<file path="src/rtl/bloom_filter_pkg.sv">
// Shared definitions for the Bloom-filter insert engine.
//   - default key / address / probe-count parameters
//   - FSM state encoding
//   - per-probe rotation amounts and the XOR-fold hash function
package bloom_filter_pkg;

  localparam int DEF_KEY_W  = 72;
  localparam int DEF_ADDR_W = 10;
  localparam int DEF_K      = 3;

  // Rotation amount applied to the key before folding, one per probe.
  localparam int NUM_ROT = 3;
  localparam int ROT [NUM_ROT] = '{0, 23, 47};

  // Key is zero-extended at the MSB end to a whole number of address slices.
  localparam int FOLD_W     = ((DEF_KEY_W + DEF_ADDR_W - 1) / DEF_ADDR_W) * DEF_ADDR_W;
  localparam int NUM_SLICES = FOLD_W / DEF_ADDR_W;

  typedef enum logic [2:0] {
    ST_CLEAR,
    ST_IDLE,
    ST_HASH,
    ST_READ,
    ST_CHECK,
    ST_DONE
  } state_t;

  // Rotate left by rot within the key width, zero-extend, XOR all slices.
  // Sized for the default key and address widths.
  function automatic logic [DEF_ADDR_W-1:0] fold_hash(
    input logic [DEF_KEY_W-1:0] key,
    input int                   rot
  );
    logic [DEF_KEY_W-1:0]  rotated;
    logic [FOLD_W-1:0]     extended;
    logic [DEF_ADDR_W-1:0] folded;
    if (rot == 0) begin
      rotated = key;
    end else begin
      rotated = (key << rot) | (key >> (DEF_KEY_W - rot));
    end
    extended = FOLD_W'(rotated);
    folded   = '0;
    for (int s = 0; s < NUM_SLICES; s++) begin
      folded = folded ^ DEF_ADDR_W'(extended >> (s * DEF_ADDR_W));
    end
    return folded;
  endfunction

endpackage

</file>
<file path="src/rtl/bloom_filter_bram_ram.sv">
// 1-bit wide, 2^ADDR_W deep single-port synchronous RAM (read-first),
// written so that it maps onto a block RAM. Contents are never reset.
//   clk  : clock
//   en   : port enable (read and/or write)
//   we   : write enable
//   addr : bit address
//   din  : write data
//   dout : registered read data, valid one cycle after en
module bloom_bit_ram
  import bloom_filter_pkg::*;
#(
  parameter int ADDR_W = DEF_ADDR_W
) (
  input  logic              clk,
  input  logic              en,
  input  logic              we,
  input  logic [ADDR_W-1:0] addr,
  input  logic              din,
  output logic              dout
);

  logic mem [2**ADDR_W];

  always_ff @(posedge clk) begin
    if (en) begin
      if (we) begin
        mem[addr] <= din;
      end
      dout <= mem[addr];
    end
  end

endmodule

</file>
<file path="src/rtl/bloom_filter_bram.sv">
// Bloom-filter insert engine. Each accepted key is hashed K ways; every
// probed bit is read, ANDed into a membership accumulator and then set.
// After the last probe, done pulses for one cycle with present = 1 iff
// every probed bit was already set.
//   clka    : clock (rising edge)
//   rst_n   : asynchronous active-low reset; restarts the RAM clear sweep
//   data_in : key, captured when start is accepted
//   start   : request pulse
//   done    : one-cycle completion pulse
//   present : membership result, valid while done = 1
module bloom_filter_bram
  import bloom_filter_pkg::*;
#(
  parameter int KEY_W  = DEF_KEY_W,
  parameter int ADDR_W = DEF_ADDR_W,
  parameter int K      = DEF_K
) (
  input  logic             clka,
  input  logic             rst_n,
  input  logic [KEY_W-1:0] data_in,
  input  logic             start,
  output logic             done,
  output logic             present
);

  localparam int IDX_W = (K > 1) ? $clog2(K) : 1;

  state_t             state_reg;
  logic [ADDR_W-1:0]  clear_cnt_reg;
  logic               pending_reg;
  logic [KEY_W-1:0]   key_reg;
  logic [ADDR_W-1:0]  hash_reg  [K];
  logic [ADDR_W-1:0]  hash_next [K];
  logic [IDX_W-1:0]   idx_reg;
  logic               acc_reg;
  logic               done_reg;
  logic               present_reg;

  logic               ram_en;
  logic               ram_we;
  logic [ADDR_W-1:0]  ram_addr;
  logic               ram_din;
  logic               ram_dout;

  // One combinational hash per probe, computed from the captured key.
  generate
    for (genvar gi = 0; gi < K; gi++) begin : g_hash
      assign hash_next[gi] = fold_hash(key_reg, ROT[gi % NUM_ROT]);
    end
  endgenerate

  always_ff @(posedge clka or negedge rst_n) begin
    if (!rst_n) begin
      state_reg     <= ST_CLEAR;
      clear_cnt_reg <= '0;
      pending_reg   <= 1'b0;
      key_reg       <= '0;
      idx_reg       <= '0;
      acc_reg       <= 1'b0;
      done_reg      <= 1'b0;
      present_reg   <= 1'b0;
      for (int j = 0; j < K; j++) begin
        hash_reg[j] <= '0;
      end
    end else begin
      done_reg    <= 1'b0;
      present_reg <= 1'b0;
      case (state_reg)
        ST_CLEAR: begin
          clear_cnt_reg <= clear_cnt_reg + 1'b1;
          if (start && !pending_reg) begin
            key_reg <= data_in;
          end
          if (clear_cnt_reg == '1) begin
            // A request latched during the sweep (or arriving on its last
            // edge) is served as if it had been sampled while idle.
            pending_reg <= 1'b0;
            idx_reg     <= '0;
            state_reg   <= (pending_reg || start) ? ST_HASH : ST_IDLE;
          end else if (start) begin
            pending_reg <= 1'b1;
          end
        end
        ST_IDLE: begin
          if (start) begin
            key_reg   <= data_in;
            idx_reg   <= '0;
            state_reg <= ST_HASH;
          end
        end
        ST_HASH: begin
          for (int j = 0; j < K; j++) begin
            hash_reg[j] <= hash_next[j];
          end
          acc_reg   <= 1'b1;
          state_reg <= ST_READ;
        end
        ST_READ: begin
          state_reg <= ST_CHECK;
        end
        ST_CHECK: begin
          acc_reg <= acc_reg & ram_dout;
          if (idx_reg == IDX_W'(K - 1)) begin
            done_reg    <= 1'b1;
            present_reg <= acc_reg & ram_dout;
            state_reg   <= ST_DONE;
          end else begin
            idx_reg   <= idx_reg + 1'b1;
            state_reg <= ST_READ;
          end
        end
        ST_DONE: begin
          // A start coinciding with the falling edge of done is taken
          // directly, giving one key every 2K+2 cycles.
          if (start) begin
            key_reg   <= data_in;
            idx_reg   <= '0;
            state_reg <= ST_HASH;
          end else begin
            state_reg <= ST_IDLE;
          end
        end
        default: state_reg <= ST_CLEAR;
      endcase
    end
  end

  // RAM port: the sweep writes zeros; READ reads the probe bit; CHECK sets
  // it, so a duplicate address in a later probe already reads back 1.
  always_comb begin
    ram_en   = 1'b0;
    ram_we   = 1'b0;
    ram_addr = hash_reg[idx_reg];
    ram_din  = 1'b0;
    case (state_reg)
      ST_CLEAR: begin
        ram_en   = 1'b1;
        ram_we   = 1'b1;
        ram_addr = clear_cnt_reg;
      end
      ST_READ: begin
        ram_en = 1'b1;
      end
      ST_CHECK: begin
        ram_en  = 1'b1;
        ram_we  = 1'b1;
        ram_din = 1'b1;
      end
      default: ;
    endcase
  end

  bloom_bit_ram #(
    .ADDR_W (ADDR_W)
  ) u_ram (
    .clk  (clka),
    .en   (ram_en),
    .we   (ram_we),
    .addr (ram_addr),
    .din  (ram_din),
    .dout (ram_dout)
  );

  assign done    = done_reg;
  assign present = present_reg;

endmodule

</file>
<file path="config.mk">
export PLATFORM = sky130hd
export DESIGN_NAME = bloom_filter_bram
export DESIGN_NICKNAME = d
export VERILOG_FILES = /design/src/rtl/bloom_filter_pkg.sv /design/src/rtl/bloom_filter_bram_ram.sv /design/src/rtl/bloom_filter_bram.sv
export SDC_FILE = /design/constraint.sdc
export NUM_CORES = 2
export LEC_CHECK = 0
export CAP_MARGIN = 15
export CORE_MARGIN = 1.5
export CORE_UTILIZATION = 30
export DETAILED_ROUTE_END_ITERATION = 8
export GPL_TIMING_DRIVEN = 0
export PLACE_DENSITY = 0.5
export SLEW_MARGIN = 5
export SYNTH_ARGS = -nofsm -noshare
export SYNTH_HDL_FRONTEND = slang
export SYNTH_SLANG_ARGS = --single-unit
</file>
<file path="constraint.sdc">
create_clock -name clka -period 37.8 [get_ports clka]
set_input_delay 7.56 -clock clka [delete_from_list [all_inputs] [get_ports clka]]
set_output_delay 7.56 -clock clka [all_outputs]
set_load 0.02 [all_outputs]
</file>
Word level (Yosys, flattened, before mapping)
Memories as Yosys holds them, arrays and structs flattened. A register that Yosys moved wholly into a read port is not among the register bits.
Cells that the tools add are included.

storage, ports and cells
  register bits = 121
  latch bits = 0
  bits in writable memories = 1024
  memory bits (read-only) = 0
  input bits = 75
  output and inout port bits = 2
  word-level logic and storage cells = 97
  memories = 1

memory list
  name       depth  width  read ports  clocked after memory_dff  wr ports  line                         source
  u_ram.mem  1024   1      1           1                         1         bloom_filter_bram_ram.sv:22  logic mem [2**ADDR_W];

operators by class
  add/subtract/negate cells = 2
  $mul = 0
  divide/modulo/power cells = 0
  order comparisons = 1
  eq/ne operators = 12
  shift operators = 0
  mux-type cells = 30
  bitwise logic cells = 25
  reductions and logical operators = 15

operator list
  cell                     number
  $xor A10 B10 Y10         18
  $mux W72                 2
  $pmux W72 S2             1
  $or A72 B23 Y72          1
  $or A72 B47 Y72          1
  $mux W10                 3
  $xor A10 B2 Y10          3
  $bmux W10 S2             1
  $pmux W3 S6              1
  $mux W1                  12
  $add A10 B1 Y10 const B  1
  $eq A10 B10 Y1 const B   1
  $mux W2                  5
  $mux W3                  3
  $ne A2 B2 Y1 const B     4
  $eq A3 B2 Y1 const B     2
  $eq A3 B3 Y1 const B     2
  $pmux W2 S3              1
  $reduce_bool A2 Y1       3
  $reduce_and A2 Y1        2
  $reduce_and A4 Y1        1
  $reduce_or A2 Y1         2
  $eq A3 B1 Y1 const B     1
  $ge A3 B3 Y1 const B     1
  other kinds (13)         13

Longest topological paths before layout
  word-level depth = 8
  gate-level depth with buffers = 17

By module
Synthesis repeated with hierarchy kept, for this count alone.

second synthesis, totals
  cells, all modules = 3695
  area, all modules = 50095.5 um2

modules (own cells, without submodules)
  module             instances  cells an instance  area an instance (um2)  sequential area each (um2)
  bloom_bit_ram      1          3219               44257.4                 30779.5
  bloom_filter_bram  1          476                5838.1                  3027.9

Worst setup path after synthesis
OpenSTA, ideal clock, no wires.

  kind = reg-to-reg
  start = register state_reg[1]
  end = memory u_ram.mem[0], data pin
  arrival = 12.377 ns
  required time = 35.305 ns
  setup slack = 22.929 ns
  stages on the path, launching flop included = 6
  buffers on the path = 2
  cells stage by stage = dfrtp_1 clkbuf_1 or2_2 clkbuf_1 or2_2 inv_1

between the ends
  word-level cells in the longest chain between the ends = 2

ends and longest elaborated chain
  what                    line                         source
  start, declared         bloom_filter_bram.sv:28      state_t state_reg;
  start signal, assigned  bloom_filter_bram.sv:79      state_reg <= (pending_reg || start) ? ST_HASH : ST_IDLE;
  $eq A3 B3 Y1            bloom_filter_bram.sv:135     case (state_reg)
  $mux W1                 bloom_filter_bram.sv:135
  named net ram_din       bloom_filter_bram.sv:42      logic ram_din;
  end, declared           bloom_filter_bram_ram.sv:22

The timed path passes the listed nets, and every way through them passes these cells.

Worst setup path after layout
  start = register present_reg (netlist: present)
  end = output present

RTL lines
  what                    line                      source
  start, declared         bloom_filter_bram.sv:37   logic present_reg;
  start signal, assigned  bloom_filter_bram.sv:105  present_reg <= acc_reg & ram_dout;
  end, declared           bloom_filter_bram.sv:23   output logic present

No word-level cell between the ends.

==> flow_metrics.tcl <==
set metrics [dict create \
    synth_area_um2 50400 \
    min_path_type "reg -> reg" \
    grt_start_max_net_pins 191 \
    vias 36300 \
    ant_nets 0 \
    grt_overflow_total 0 \
    cts_resized 0 \
    clock_path_buffers 3 \
    die_y_um 413 \
    finalHoldViolations 0 \
    clk_latency_ns 0.79 \
    ys_types 74 \
    worstPathArrival_ns 1.71 \
    p_leak_nw 19.3 \
    ioPinCount 77 \
    post-route-drc-count 0 \
    setup_slack_ns 28.53 \
    synth-seq-cells 1146 \
    dieWidth_um 413 \
    drv_slew 0 \
    cts_made_buffers 133 \
    wl_per_cell_um 31.5 \
    dp_slack_ns 27.81 \
    rsz0062_at_grt "no" \
    synth_top_area_share_pct 61.1 \
    cts_hold_buf 0 \
    slowest_delay_ns 0.61 \
    antenna_cells 0 \
    cts_tree "done" \
    crit_fanout 1 \
    area_delta_synth_final_pct 16.8 \
    dp_hpwl_um 135000 \
    antenna_found_initial 7 \
    drive_gt1_share_pct 11.1 \
    portBuffers 76 \
    drt-total-wl_um 209000 \
    gp_congestion 0.957 \
    drv_cap 0 \
    dieArea_um2 170000 \
    grt_pass1_wl_um 281000 \
    maxSlewHeadroom_pct 5.59 \
    worst_setup_path_start_kind "flip-flop" \
    cp.required_ns 30.24 \
    fill_cells 16500 \
    yosys_warnings 0 \
    postCtsSetupBuffers 0 \
    fin_setup_tns_ns 0 \
    grt_pass1_vias 34300 \
    skew_ns 0.0369 \
    period_share_pct 24.5 \
    status "complete, no violations" \
    synth_fp_nets 4148 \
    synth.largest_area_cell "edfxtp_1" \
    finalPower_mw 6.05 \
    core_area_um2 167000 \
    power.density_nw_per_um2 103 \
    ctsHtreeMaxLevel 4 \
    synth-edff-count 1025 \
    largest_reg_flops 1024 \
    finalCriticalPeriod_ns 9.27 \
    cpMaxStageDelayCell "clkdlybuf4s50_1" \
    syn_inst 4071 \
    viasPerCell 5.48 \
    dp_cells 6393 \
    cts.sinks 1146 \
    setup_viol 0 \
    path_delay_family "buffers and inverters" \
    worst_pin_slew_ns 1.42 \
    drt_iter0_markers 5658 \
    synth_ff_type "edfxtp_1" \
    dr.pass1.iters 8 \
    crit_buf_inv 1 \
    clk_pin_slew_worst_paths_ns 0.06 \
    ys_async_sr_fraction_pct 10.6 \
    final_cells 6635 \
    clock.fmax_mhz 108 \
    nNetsFinal 4403 \
    track_usage_pct 24.2 \
    num_rows 150 \
    clock-root-buffer "clkbuf_16" \
    crit_chain "clkdlybuf4s50_1" \
    netlist_top_cells_area "edfxtp_1, mux2i_1, nor2_1, dfrtp_1, nand2_1" \
    syn_avg_cell_area_um2 12.4 \
    ir_drop_mv 0.0792 \
    initial_utilization_pct 30.2 \
    synth-seq-area-share_pct 67.1 \
    setup.worst_path.end_class "primary output" \
    critical_path_class "reg -> out" \
]
-- synth_stat cells, types with 12 or more instances --
library cell  count
nor4_1           51
o21ai_0          51
nand2_1         337
xnor2_1          86
clkbuf_1        185
nor2_1         1053
or3_1            12
buf_6            13
nand3_1          45
buf_4            38
and3_1           13
buf_2            85
mux2i_1         395
a21oi_1         102
buf_1            22
o22ai_1         187
dfrtp_1         121
xor2_1           13
mux2_2           77
edfxtp_1       1025
-- power by group --
part	internal (mW)	leakage (nW)	switching, mW
Sequential	1.52	10.9	0.0439
Combinational	0.881	6.35	2.32
Clock	0.730	2.06	0.543
-- worst register-to-register path, cell delays in order, from the launching register on --
cell and delay (ns):
dfrtp_1 0.37, buf_6 0.14, or3_1 0.32, buf_6 0.17, o211ai_2 0.13, nand2_1 0.35, nand3_1 0.43, buf_2 0.66
buf_1 0.98, o22ai_1 0.25, nor4_1 0.24, a21oi_1 0.34, nor4_1 0.89, and4_1 0.34, nand4_1 0.45
-- kinds of logic (layout without fill, tap and decap cells) --
kind of cell | after synthesis | after routing | share of synthesized area, %
AO/OA/AOI/OAI | 434 | 434 | 5.52
XOR/XNOR | 99 | 99 | 1.72
adder cells (fa/ha/maj) | 2 | 2 | 0.0497
buffers and inverters | 348 | 708 | 3.28
flip-flops | 1146 | 1146 | 67.1
multiplexers | 474 | 474 | 9.65
AND/OR/NAND/NOR | 1568 | 1568 | 12.6
-- placed cells by master (no fill, tap or decap), drive strengths merged, types with 78 or more instances in the layout --
cell type	synthesis	routed
nor2	1057	1057
mux2i	396	396
a21oi	102	102
xnor2	86	86
buf	158	203
mux2	78	78
dfrtp	121	121
edfxtp	1025	1025
o22ai	188	188
clkbuf	185	362
nand2	338	338
-- layer usage --
metal  global-route usage, %  up-vias  share of wire (%)
met5                       0        -             0.0062
met4                    11.4        2                5.2
met3                    5.13      445                 11
met2                    37.8     2296                 45
met1                    32.0    18500                 39
li1                        -    15100                  -
-- area by class of cell --
| cell class | count | area (µm²) | area share, % |
|---|---|---|---|
| clock inverter | 63 | 536 | 0.910 |
| inverter | 5 | 26.3 | 0.0447 |
| timing repair buffer | 120 | 1470 | 2.51 |
| sequential | 1146 | 33800 | 57.5 |
| buffer | 343 | 1660 | 2.82 |
| tap | 2204 | 2760 | 4.69 |
| multi-input combinational | 2577 | 14900 | 25.3 |
| clock buffer | 177 | 3660 | 6.22 |
-- per-stage QoR --
stage / hold slack, ns / instance area, µm² / utilization [%]
2_1_floorplan: 0.442 / 50400 / -
4_1_cts: 0.481 / 58800 / 35.2
3_5_place_dp: 0.468 / 54600 / 32.7
3_3_place_gp: 0.461 / 53900 / 32.3
5_1_grt: 0.507 / 58800 / 35.3
6_report: 0.474 / 58800 / 35.3
-- final timing paths --
| path | depth (start not counted) | start | to | slack, ns |
|---|---|---|---|---|
| worst max-delay path | 1 | present | present | 28.53 |
| worst min-delay path | 2 | hash_reg[11] | hash_reg[11] | 0.47 |
| worst max register to register | 14 | state_reg[2] | u_ram.dout | 31.27 |
| worst min register to register | 2 | hash_reg[11] | hash_reg[11] | 0.47 |
| max in group asynchronous | 2 | rst_n | hash_reg[10] | 30.37 |
| min in group asynchronous | 1 | rst_n | key_reg[14] | 6.67 |
Power figures use the tool's default switching activity.
